==> config.mk <==
export PLATFORM = sky130hd
export DESIGN_NAME = hazard_mem_controller_flat
export DESIGN_NICKNAME = d
export VERILOG_FILES = /design/src/rtl/hazard_mem_controller_if.sv /design/src/rtl/hazard_mem_controller.sv /design/src/flat_wrapper.sv
export SDC_FILE = /design/constraint.sdc
export NUM_CORES = 1
export LEC_CHECK = 0
export CORE_MARGIN = 10
export CORE_UTILIZATION = 30
export DETAILED_ROUTE_END_ITERATION = 7
export PLACE_DENSITY = 0.81
export SLEW_MARGIN = 5
export SYNTH_ARGS = -nofsm -noshare
export SYNTH_HDL_FRONTEND = slang
export SYNTH_SLANG_ARGS = --single-unit
==> constraint.sdc <==
create_clock -name clk -period 1.7 [get_ports clk]
set_clock_uncertainty 0.1 [all_clocks]
set_input_delay 0.17 -clock clk [delete_from_list [all_inputs] [get_ports clk]]
set_output_delay 0.17 -clock clk [all_outputs]
set_load 0.05 [all_outputs]
==> src/rtl/hazard_mem_controller_if.sv <==
`default_nettype none
// ============================================================================
// Module      : hazard_mem_controller_if
// Description : Signal bundle between the RV32I pipeline and the hazard /
//               data-memory sequencing controller.
//               slave  modport : used by hazard_mem_controller
//               master modport : used by the pipeline (or a testbench)
// Ports (all carried in the bundle):
//   Rs1D, Rs2D, Rs1E, Rs2E, RdE, RdM, RdW  register indices per stage
//   RegWriteM, RegWriteW                   register-write enables in M / W
//   ResultSrcE0                            instruction in E is a load
//   PCSrcE                                 branch/jump resolved taken in E
//   MemReqM, DMemReady                     memory op in M / memory done
//   StallF/D/E/M, FlushD/E/W               pipeline register control
//   ForwardAE, ForwardBE                   ALU operand forwarding selects
//   DMemReq, MemErr                        memory request / sticky error
// Revision    : 1.0 - initial release
// ============================================================================
interface hazard_mem_controller_if #(
  parameter int REG_ADDR_W = 5
);
  logic [REG_ADDR_W-1:0] Rs1D;
  logic [REG_ADDR_W-1:0] Rs2D;
  logic [REG_ADDR_W-1:0] Rs1E;
  logic [REG_ADDR_W-1:0] Rs2E;
  logic [REG_ADDR_W-1:0] RdE;
  logic [REG_ADDR_W-1:0] RdM;
  logic [REG_ADDR_W-1:0] RdW;
  logic                  RegWriteM;
  logic                  RegWriteW;
  logic                  ResultSrcE0;
  logic                  PCSrcE;
  logic                  MemReqM;
  logic                  DMemReady;
  logic                  StallF;
  logic                  StallD;
  logic                  StallE;
  logic                  StallM;
  logic                  FlushD;
  logic                  FlushE;
  logic                  FlushW;
  logic [1:0]            ForwardAE;
  logic [1:0]            ForwardBE;
  logic                  DMemReq;
  logic                  MemErr;

  modport slave (
    input  Rs1D, Rs2D, Rs1E, Rs2E, RdE, RdM, RdW,
    input  RegWriteM, RegWriteW, ResultSrcE0, PCSrcE, MemReqM, DMemReady,
    output StallF, StallD, StallE, StallM, FlushD, FlushE, FlushW,
    output ForwardAE, ForwardBE, DMemReq, MemErr
  );

  modport master (
    output Rs1D, Rs2D, Rs1E, Rs2E, RdE, RdM, RdW,
    output RegWriteM, RegWriteW, ResultSrcE0, PCSrcE, MemReqM, DMemReady,
    input  StallF, StallD, StallE, StallM, FlushD, FlushE, FlushW,
    input  ForwardAE, ForwardBE, DMemReq, MemErr
  );
endinterface
`default_nettype wire

==> src/rtl/hazard_mem_controller.sv <==
`default_nettype none
// ============================================================================
// Module      : hazard_mem_controller
// Description : Pipeline sequencing controller for the 5-stage RV32I core.
//               Generates forwarding selects, load-use stall, control-hazard
//               flushes, and runs a req/ready handshake with data memory that
//               freezes the whole pipeline while a load/store in M completes.
// Ports       : clk   - pipeline clock, rising edge
//               rst_n - asynchronous active-low reset
//               hz    - hazard_mem_controller_if.slave bundle (see interface)
// Parameters  : REG_ADDR_W     - register index width
//               TIMEOUT_CYCLES - WAIT cycles before error (timeout build only)
// Options     : define HAZ_TIMEOUT_EN to enable the WAIT timeout counter and
//               the sticky ERR state; without it WAIT waits forever and
//               MemErr is tied low.
// Revision    : 1.0 - initial release
// ============================================================================
module hazard_mem_controller #(
  parameter int REG_ADDR_W     = 5,
  parameter int TIMEOUT_CYCLES = 16
) (
  input  logic                    clk,
  input  logic                    rst_n,
  hazard_mem_controller_if.slave  hz
);

  typedef enum logic [1:0] {
    S_IDLE = 2'd0,
    S_WAIT = 2'd1,
    S_DONE = 2'd2
`ifdef HAZ_TIMEOUT_EN
    ,
    S_ERR  = 2'd3
`endif
  } state_t;

  // Elaboration-time sanity check on the configuration.
  if (TIMEOUT_CYCLES < 1) begin : g_param_check
    $error("TIMEOUT_CYCLES must be at least 1");
  end

  // Local copies of the register indices; any width disagreement between the
  // bundle and REG_ADDR_W shows up here.
  logic [REG_ADDR_W-1:0] w_rs1d, w_rs2d, w_rs1e, w_rs2e, w_rde, w_rdm, w_rdw;
  assign w_rs1d = hz.Rs1D;
  assign w_rs2d = hz.Rs2D;
  assign w_rs1e = hz.Rs1E;
  assign w_rs2e = hz.Rs2E;
  assign w_rde  = hz.RdE;
  assign w_rdm  = hz.RdM;
  assign w_rdw  = hz.RdW;

  state_t     r_state;
  state_t     w_next_state;
  logic       r_dmem_req;
  logic       w_freeze;
  logic       w_lw_stall;
  logic       w_lw_eff;
  logic [1:0] w_fwd_a;
  logic [1:0] w_fwd_b;

`ifdef HAZ_TIMEOUT_EN
  localparam int                 c_cnt_w    = $clog2(TIMEOUT_CYCLES + 1);
  // The cycle on which the counter would reach TIMEOUT_CYCLES.
  localparam logic [c_cnt_w-1:0] c_cnt_last = c_cnt_w'(TIMEOUT_CYCLES - 1);
  logic [c_cnt_w-1:0] r_cnt;
  logic               r_mem_err;
`endif

  // --------------------------------------------------------------------------
  // Forwarding: M stage has priority over W; x0 is never forwarded.
  // --------------------------------------------------------------------------
  always_comb begin
    w_fwd_a = 2'b00;
    if (hz.RegWriteM && (w_rdm != '0) && (w_rdm == w_rs1e)) begin
      w_fwd_a = 2'b10;
    end else if (hz.RegWriteW && (w_rdw != '0) && (w_rdw == w_rs1e)) begin
      w_fwd_a = 2'b01;
    end
  end

  always_comb begin
    w_fwd_b = 2'b00;
    if (hz.RegWriteM && (w_rdm != '0) && (w_rdm == w_rs2e)) begin
      w_fwd_b = 2'b10;
    end else if (hz.RegWriteW && (w_rdw != '0) && (w_rdw == w_rs2e)) begin
      w_fwd_b = 2'b01;
    end
  end

  // Load in E whose destination is read by the instruction in D.
  assign w_lw_stall = hz.ResultSrcE0 && (w_rde != '0) &&
                      ((w_rde == w_rs1d) || (w_rde == w_rs2d));
  // During a freeze the load stays in E, so its hazard is resolved later.
  assign w_lw_eff   = w_lw_stall && !w_freeze;

  // --------------------------------------------------------------------------
  // Memory handshake FSM
  // --------------------------------------------------------------------------
  always_comb begin
    w_next_state = r_state;
    w_freeze     = 1'b0;
    case (r_state)
      S_IDLE: begin
        if (hz.MemReqM) begin
          w_freeze     = 1'b1;
          w_next_state = S_WAIT;
        end
      end
      S_WAIT: begin
        w_freeze = 1'b1;
        if (hz.DMemReady) begin
          w_next_state = S_DONE;
`ifdef HAZ_TIMEOUT_EN
        end else if (r_cnt == c_cnt_last) begin
          w_next_state = S_ERR;
`endif
        end
      end
      // Pipeline advances on this edge; back to IDLE so consecutive ops are
      // separated by a cycle with DMemReq low.
      S_DONE: begin
        w_next_state = S_IDLE;
      end
`ifdef HAZ_TIMEOUT_EN
      S_ERR: begin
        w_freeze = 1'b1;
      end
`endif
      default: begin
        w_next_state = S_IDLE;
      end
    endcase
  end

  always_ff @(posedge clk or negedge rst_n) begin
    if (!rst_n) begin
      r_state    <= S_IDLE;
      r_dmem_req <= 1'b0;
    end else begin
      r_state    <= w_next_state;
      // Registered request: high for exactly the cycles spent in WAIT.
      r_dmem_req <= (w_next_state == S_WAIT);
    end
  end

`ifdef HAZ_TIMEOUT_EN
  always_ff @(posedge clk or negedge rst_n) begin
    if (!rst_n) begin
      r_cnt     <= '0;
      r_mem_err <= 1'b0;
    end else begin
      if ((r_state == S_WAIT) && !hz.DMemReady) begin
        r_cnt <= r_cnt + 1'b1;
      end else begin
        r_cnt <= '0;
      end
      if (w_next_state == S_ERR) begin
        r_mem_err <= 1'b1;
      end
    end
  end
  assign hz.MemErr = r_mem_err;
`else
  assign hz.MemErr = 1'b0;
`endif

  // --------------------------------------------------------------------------
  // Outputs. All pipeline controls are forced low while reset is asserted.
  // A taken branch overrides the load-use stall (the load's consumer is
  // being flushed anyway); a freeze overrides both and defers the flush.
  // --------------------------------------------------------------------------
  assign hz.StallF    = rst_n && (w_freeze || (w_lw_eff && !hz.PCSrcE));
  assign hz.StallD    = rst_n && (w_freeze || (w_lw_eff && !hz.PCSrcE));
  assign hz.StallE    = rst_n && w_freeze;
  assign hz.StallM    = rst_n && w_freeze;
  assign hz.FlushD    = rst_n && !w_freeze && hz.PCSrcE;
  assign hz.FlushE    = rst_n && !w_freeze && (hz.PCSrcE || w_lw_stall);
  assign hz.FlushW    = rst_n && w_freeze;
  assign hz.ForwardAE = rst_n ? w_fwd_a : 2'b00;
  assign hz.ForwardBE = rst_n ? w_fwd_b : 2'b00;
  assign hz.DMemReq   = r_dmem_req;

endmodule
`default_nettype wire

==> src/flat_wrapper.sv <==
// flat-port wrapper written by rule: the top's interface ports become plain ports
module hazard_mem_controller_flat 
#(
  parameter int REG_ADDR_W     = 5,
  parameter int TIMEOUT_CYCLES = 16
)
  (clk, rst_n, hz_Rs1D, hz_Rs2D, hz_Rs1E, hz_Rs2E, hz_RdE, hz_RdM, hz_RdW, hz_RegWriteM, hz_RegWriteW, hz_ResultSrcE0, hz_PCSrcE, hz_MemReqM, hz_DMemReady, hz_StallF, hz_StallD, hz_StallE, hz_StallM, hz_FlushD, hz_FlushE, hz_FlushW, hz_ForwardAE, hz_ForwardBE, hz_DMemReq, hz_MemErr);
  hazard_mem_controller_if #(.REG_ADDR_W(REG_ADDR_W)) hz_i ();
  input  logic clk;
  input  logic rst_n;
  input wire logic [$bits(hz_i.Rs1D)-1:0] hz_Rs1D;
  input wire logic [$bits(hz_i.Rs2D)-1:0] hz_Rs2D;
  input wire logic [$bits(hz_i.Rs1E)-1:0] hz_Rs1E;
  input wire logic [$bits(hz_i.Rs2E)-1:0] hz_Rs2E;
  input wire logic [$bits(hz_i.RdE)-1:0] hz_RdE;
  input wire logic [$bits(hz_i.RdM)-1:0] hz_RdM;
  input wire logic [$bits(hz_i.RdW)-1:0] hz_RdW;
  input wire logic [$bits(hz_i.RegWriteM)-1:0] hz_RegWriteM;
  input wire logic [$bits(hz_i.RegWriteW)-1:0] hz_RegWriteW;
  input wire logic [$bits(hz_i.ResultSrcE0)-1:0] hz_ResultSrcE0;
  input wire logic [$bits(hz_i.PCSrcE)-1:0] hz_PCSrcE;
  input wire logic [$bits(hz_i.MemReqM)-1:0] hz_MemReqM;
  input wire logic [$bits(hz_i.DMemReady)-1:0] hz_DMemReady;
  output wire logic [$bits(hz_i.StallF)-1:0] hz_StallF;
  output wire logic [$bits(hz_i.StallD)-1:0] hz_StallD;
  output wire logic [$bits(hz_i.StallE)-1:0] hz_StallE;
  output wire logic [$bits(hz_i.StallM)-1:0] hz_StallM;
  output wire logic [$bits(hz_i.FlushD)-1:0] hz_FlushD;
  output wire logic [$bits(hz_i.FlushE)-1:0] hz_FlushE;
  output wire logic [$bits(hz_i.FlushW)-1:0] hz_FlushW;
  output wire logic [$bits(hz_i.ForwardAE)-1:0] hz_ForwardAE;
  output wire logic [$bits(hz_i.ForwardBE)-1:0] hz_ForwardBE;
  output wire logic [$bits(hz_i.DMemReq)-1:0] hz_DMemReq;
  output wire logic [$bits(hz_i.MemErr)-1:0] hz_MemErr;
  assign hz_i.Rs1D = hz_Rs1D;
  assign hz_i.Rs2D = hz_Rs2D;
  assign hz_i.Rs1E = hz_Rs1E;
  assign hz_i.Rs2E = hz_Rs2E;
  assign hz_i.RdE = hz_RdE;
  assign hz_i.RdM = hz_RdM;
  assign hz_i.RdW = hz_RdW;
  assign hz_i.RegWriteM = hz_RegWriteM;
  assign hz_i.RegWriteW = hz_RegWriteW;
  assign hz_i.ResultSrcE0 = hz_ResultSrcE0;
  assign hz_i.PCSrcE = hz_PCSrcE;
  assign hz_i.MemReqM = hz_MemReqM;
  assign hz_i.DMemReady = hz_DMemReady;
  assign hz_StallF = hz_i.StallF;
  assign hz_StallD = hz_i.StallD;
  assign hz_StallE = hz_i.StallE;
  assign hz_StallM = hz_i.StallM;
  assign hz_FlushD = hz_i.FlushD;
  assign hz_FlushE = hz_i.FlushE;
  assign hz_FlushW = hz_i.FlushW;
  assign hz_ForwardAE = hz_i.ForwardAE;
  assign hz_ForwardBE = hz_i.ForwardBE;
  assign hz_DMemReq = hz_i.DMemReq;
  assign hz_MemErr = hz_i.MemErr;
  hazard_mem_controller #(.REG_ADDR_W(REG_ADDR_W), .TIMEOUT_CYCLES(TIMEOUT_CYCLES)) u_core (.clk(clk), .rst_n(rst_n), .hz(hz_i));
endmodule
==> impl_summary.md <==
Clocking
The clock insertion delay at the later pin of the skew report is 260 ps. The post-CTS clock slew at the launch and capture registers of the worst setup and hold paths is 60 ps. The maximum clock insertion buffer count is 2.

Buffers inserted during clock tree synthesis total 3. TritonCTS built the clock tree. The number of clock sinks seen by CTS is 3.

The root buffer cell is clkbuf_4. CTS built an H-tree with a depth of 1.

STA
Hold timing on the final database bottoms out at a slack of 468 ps. The top achievable clock speed is 525 MHz. The total setup violations reported at the end of the flow is 4. The final clock period utilization by the worst path is 1.12.

Adding up every negative setup slack in the final design gives -410 ps. Counting I/O delays and the setup requirement, the final critical path takes 1900 ps. The final number of hold-violating endpoints is 0.

The worst path setup slack after routing is -204 ps. Setup repair after global routing could not meet its margin everywhere. The final-report max-slew violation count was 0.

GRT
Global routing finished with a remaining overflow of 0. Entering global routing, the biggest net connects 6 pins. The initial antenna violation count is 0. The wire length of the first global-routing pass is 5.59 mm.

The overall routing resource usage is 0.171. The number of global-route vias before repair is 1068.

Worst setup path
The category of cells accounting for the largest share of critical-path delay is simple AND/OR/NAND/NOR gates. The required time reported for the critical path endpoint is 1430 ps. In this run the worst path has a maximum fanout of 2. For this run, the slowest stage of the critical path takes 550 ps. The count of buffer and inverter cells on the critical path is 2. Data on the critical path arrives at its endpoint at 1630 ps. The largest individual stage delay along the critical path comes from the cell or4_4. The type of element capturing the critical path is an output port.

The element type at the critical path start is an input pin. The category of the most critical setup path is input pin to output port. The signal on the critical path passes through clkdlybuf4s15_1 > xor2_1 > or4_4 > nor4_4 > buf_12.

Logic synthesis
A synthesized cell averages 8.10 sq um. By area the synthesized netlist is led by xor2_1 36%, dfrtp_1 13%, xnor2_1 9.0%, or4_1 6.4%, buf_4 5.2%. The number of nets handed over by synthesis was 115. For this run, the register share of the synthesized area comes to 0.129. In this run the cell area of the synthesized design comes to 583 sq um.

Synthesis inferred 3 register bits. The number of instances in the synthesized netlist is 72. The synthesized netlist contains 23 unique library cells. The total number of yosys warnings is 0.

The library cell occupying the most area in the post-synthesis netlist is xor2_1. The share of Yosys cell area claimed by the top area cell type is 0.361.

Final layout
The net count of the finished layout is 200. With fillers left out, the area of the finished cells amounts to 1610 sq um. The count of cells in the finished layout, fillers not included, comes to 181. Of the cells placed in the final design, the portion with a size suffix greater than 1 is 0.577. Leaving out fill and tap cells, the most frequent cell in the layout is buf_4. Leaving out fill and tap cells, the most frequent cells in the layout are 29 x buf_4, 20 x xor2_1, 9 x dlygate4sd2_1, 9 x buf_12, 8 x buf_6. The antenna diode count is 0. The layout-stage area growth over the synthesis result is 176%.

Floorplanning
The standard cell core area is 1780 sq um. The width of the die is 64.1 um. The number of top-level pins is 56. The area of the die is 4110 sq um. The floorplan has 15 rows.

The initial core utilization is 0.327. The height of the die is 64.1 um.

Run status
The run finished, with violations left. The checks that failed: negative setup slack.

Drt
The total length of routed wires is 4.12 mm. Using the TritonRoute via totals, the vias-per-cell ratio works out to 5.29. The routed length per instance is 22.8 um. In the routed design, unresolved DRC markers number 0. In this run, the number of DRC markers left after iteration 0 of detailed routing was 35.

The detailed-routing iteration count for the pre-antenna-repair pass is 4. The number of antenna-violating nets in the routed design is 0. For this block, the via count after detailed routing is 958.

Place
The wire-length estimate of the detail-placed layout is 2.66 mm. The global placer's final weighted congestion is 0.808. The number of buffers added on ports is 54. The post-place setup slack is -611 ps. The total placed instance area is 1400 sq um.

Counting tap cells, the placed design contains a total of 168 instances.

Flow run
The tool flagged a number of max-cap violations equal to 0.

Power
In this run the static leakage power is 0.756 nW. The maximum vdd drop is 0.000575 V. For this design the ratio of total power to cell area is 642 nW/um^2.

Min path
The tightest min-delay check is of the flop to flop type.
cell type report:
| cell class | instances | area (sq um) |
|---|---|---|
| repair buffers | 84 | 812 |
| flip-flops and latches | 3 | 76.3 |
| inverters | 2 | 7.51 |
| multi-input cells | 63 | 658 |
| clock buffers | 4 | 26.3 |
| fillers | 71 | 171 |
| well taps | 25 | 31.3 |
state kept, by name, indices dropped and copies added, names as in the netlist:
register	count
u_core.r_state	2
u_core.hz.DMemReq	1
power breakdown:
| part | total (W) | internal [W] | switching (W) |
|---|---|---|---|
| Sequential | 0.000124 | 0.0000995 | 0.0000249 |
| Combinational | 0.000764 | 0.000351 | 0.000413 |
| Clock | 0.000147 | 0.0000894 | 0.0000575 |
cells in the mapped netlist:
library cell,count
a21oi_1,2
a22oi_1,1
and2_2,2
buf_4,4
conb_1,1
dfrtp_1,3
inv_1,2
nand2_1,2
nand3_1,3
nor2_1,4
nor3_1,2
nor4_1,2
nor4_2,2
o211ai_1,1
o21ai_0,1
o21ai_2,1
o21bai_1,1
o22ai_1,1
o31ai_1,1
or3_1,1
or4_1,5
xnor2_1,6
xor2_1,24
worst reg2reg max path, delay by kind of cell (launching register included):
kind	cells	cell delay [ps]
compound gates	2	430
buf+inv	1	140
flops	1	390
layer usage:
metal  part of all wire  GRT usage  vias up
met5                  0          0        -
met4              0.041     0.0738        0
met1               0.37      0.173      438
met2               0.45      0.294       90
li1                   -          -      411
met3               0.14     0.0819       19
final timing paths:
check                                            startpoint                     endpoint  slack [ps]  cells after the start
worst min register to register  u_core.r_state[1]$_DFF_PN0_  u_core.r_state[1]$_DFF_PN0_         470                      2
worst min-delay path            u_core.r_state[1]$_DFF_PN0_  u_core.r_state[1]$_DFF_PN0_         470                      2
min in group asynchronous                             rst_n  u_core.r_state[1]$_DFF_PN0_         480                      4
max in group asynchronous                             rst_n  u_core.hz.DMemReq$_DFF_PN0_         800                      4
worst max register to register  u_core.r_state[1]$_DFF_PN0_  u_core.r_state[0]$_DFF_PN0_         510                      3
worst max-delay path                             hz_Rs1E[3]              hz_ForwardAE[0]        -200                      5
cell families after synthesis:
logic type | synth area share
xor gates and xnor gates | 0.451
and+or+nand+nor | 0.247
AOI/OAI and AO/OA | 0.103
buffers and inverters | 0.0644
DFF | 0.129
other | 0.00643
through the flow:
step / power [W] / util
3_5_place_dp: 0.000745 / 0.787
4_1_cts: 0.000930 / 0.862
5_1_grt: 0.00108 / 0.904
6_report: 0.00103 / 0.904
3_3_place_gp: 0.000723 / 0.787
2_1_floorplan: 0.000422 / -
repair_timing:
action | CTS | global route
hold buffers | 1 | 0
hold endpoints to repair | 3 | 0
buffers inserted | 4 | 4
gates resized for setup | 82 | 52
pin swaps | 29 | 25
setup endpoints to repair | 11 | 11
cloned | 0 | 0
Note: power is estimated with default switching activity, not from simulation.
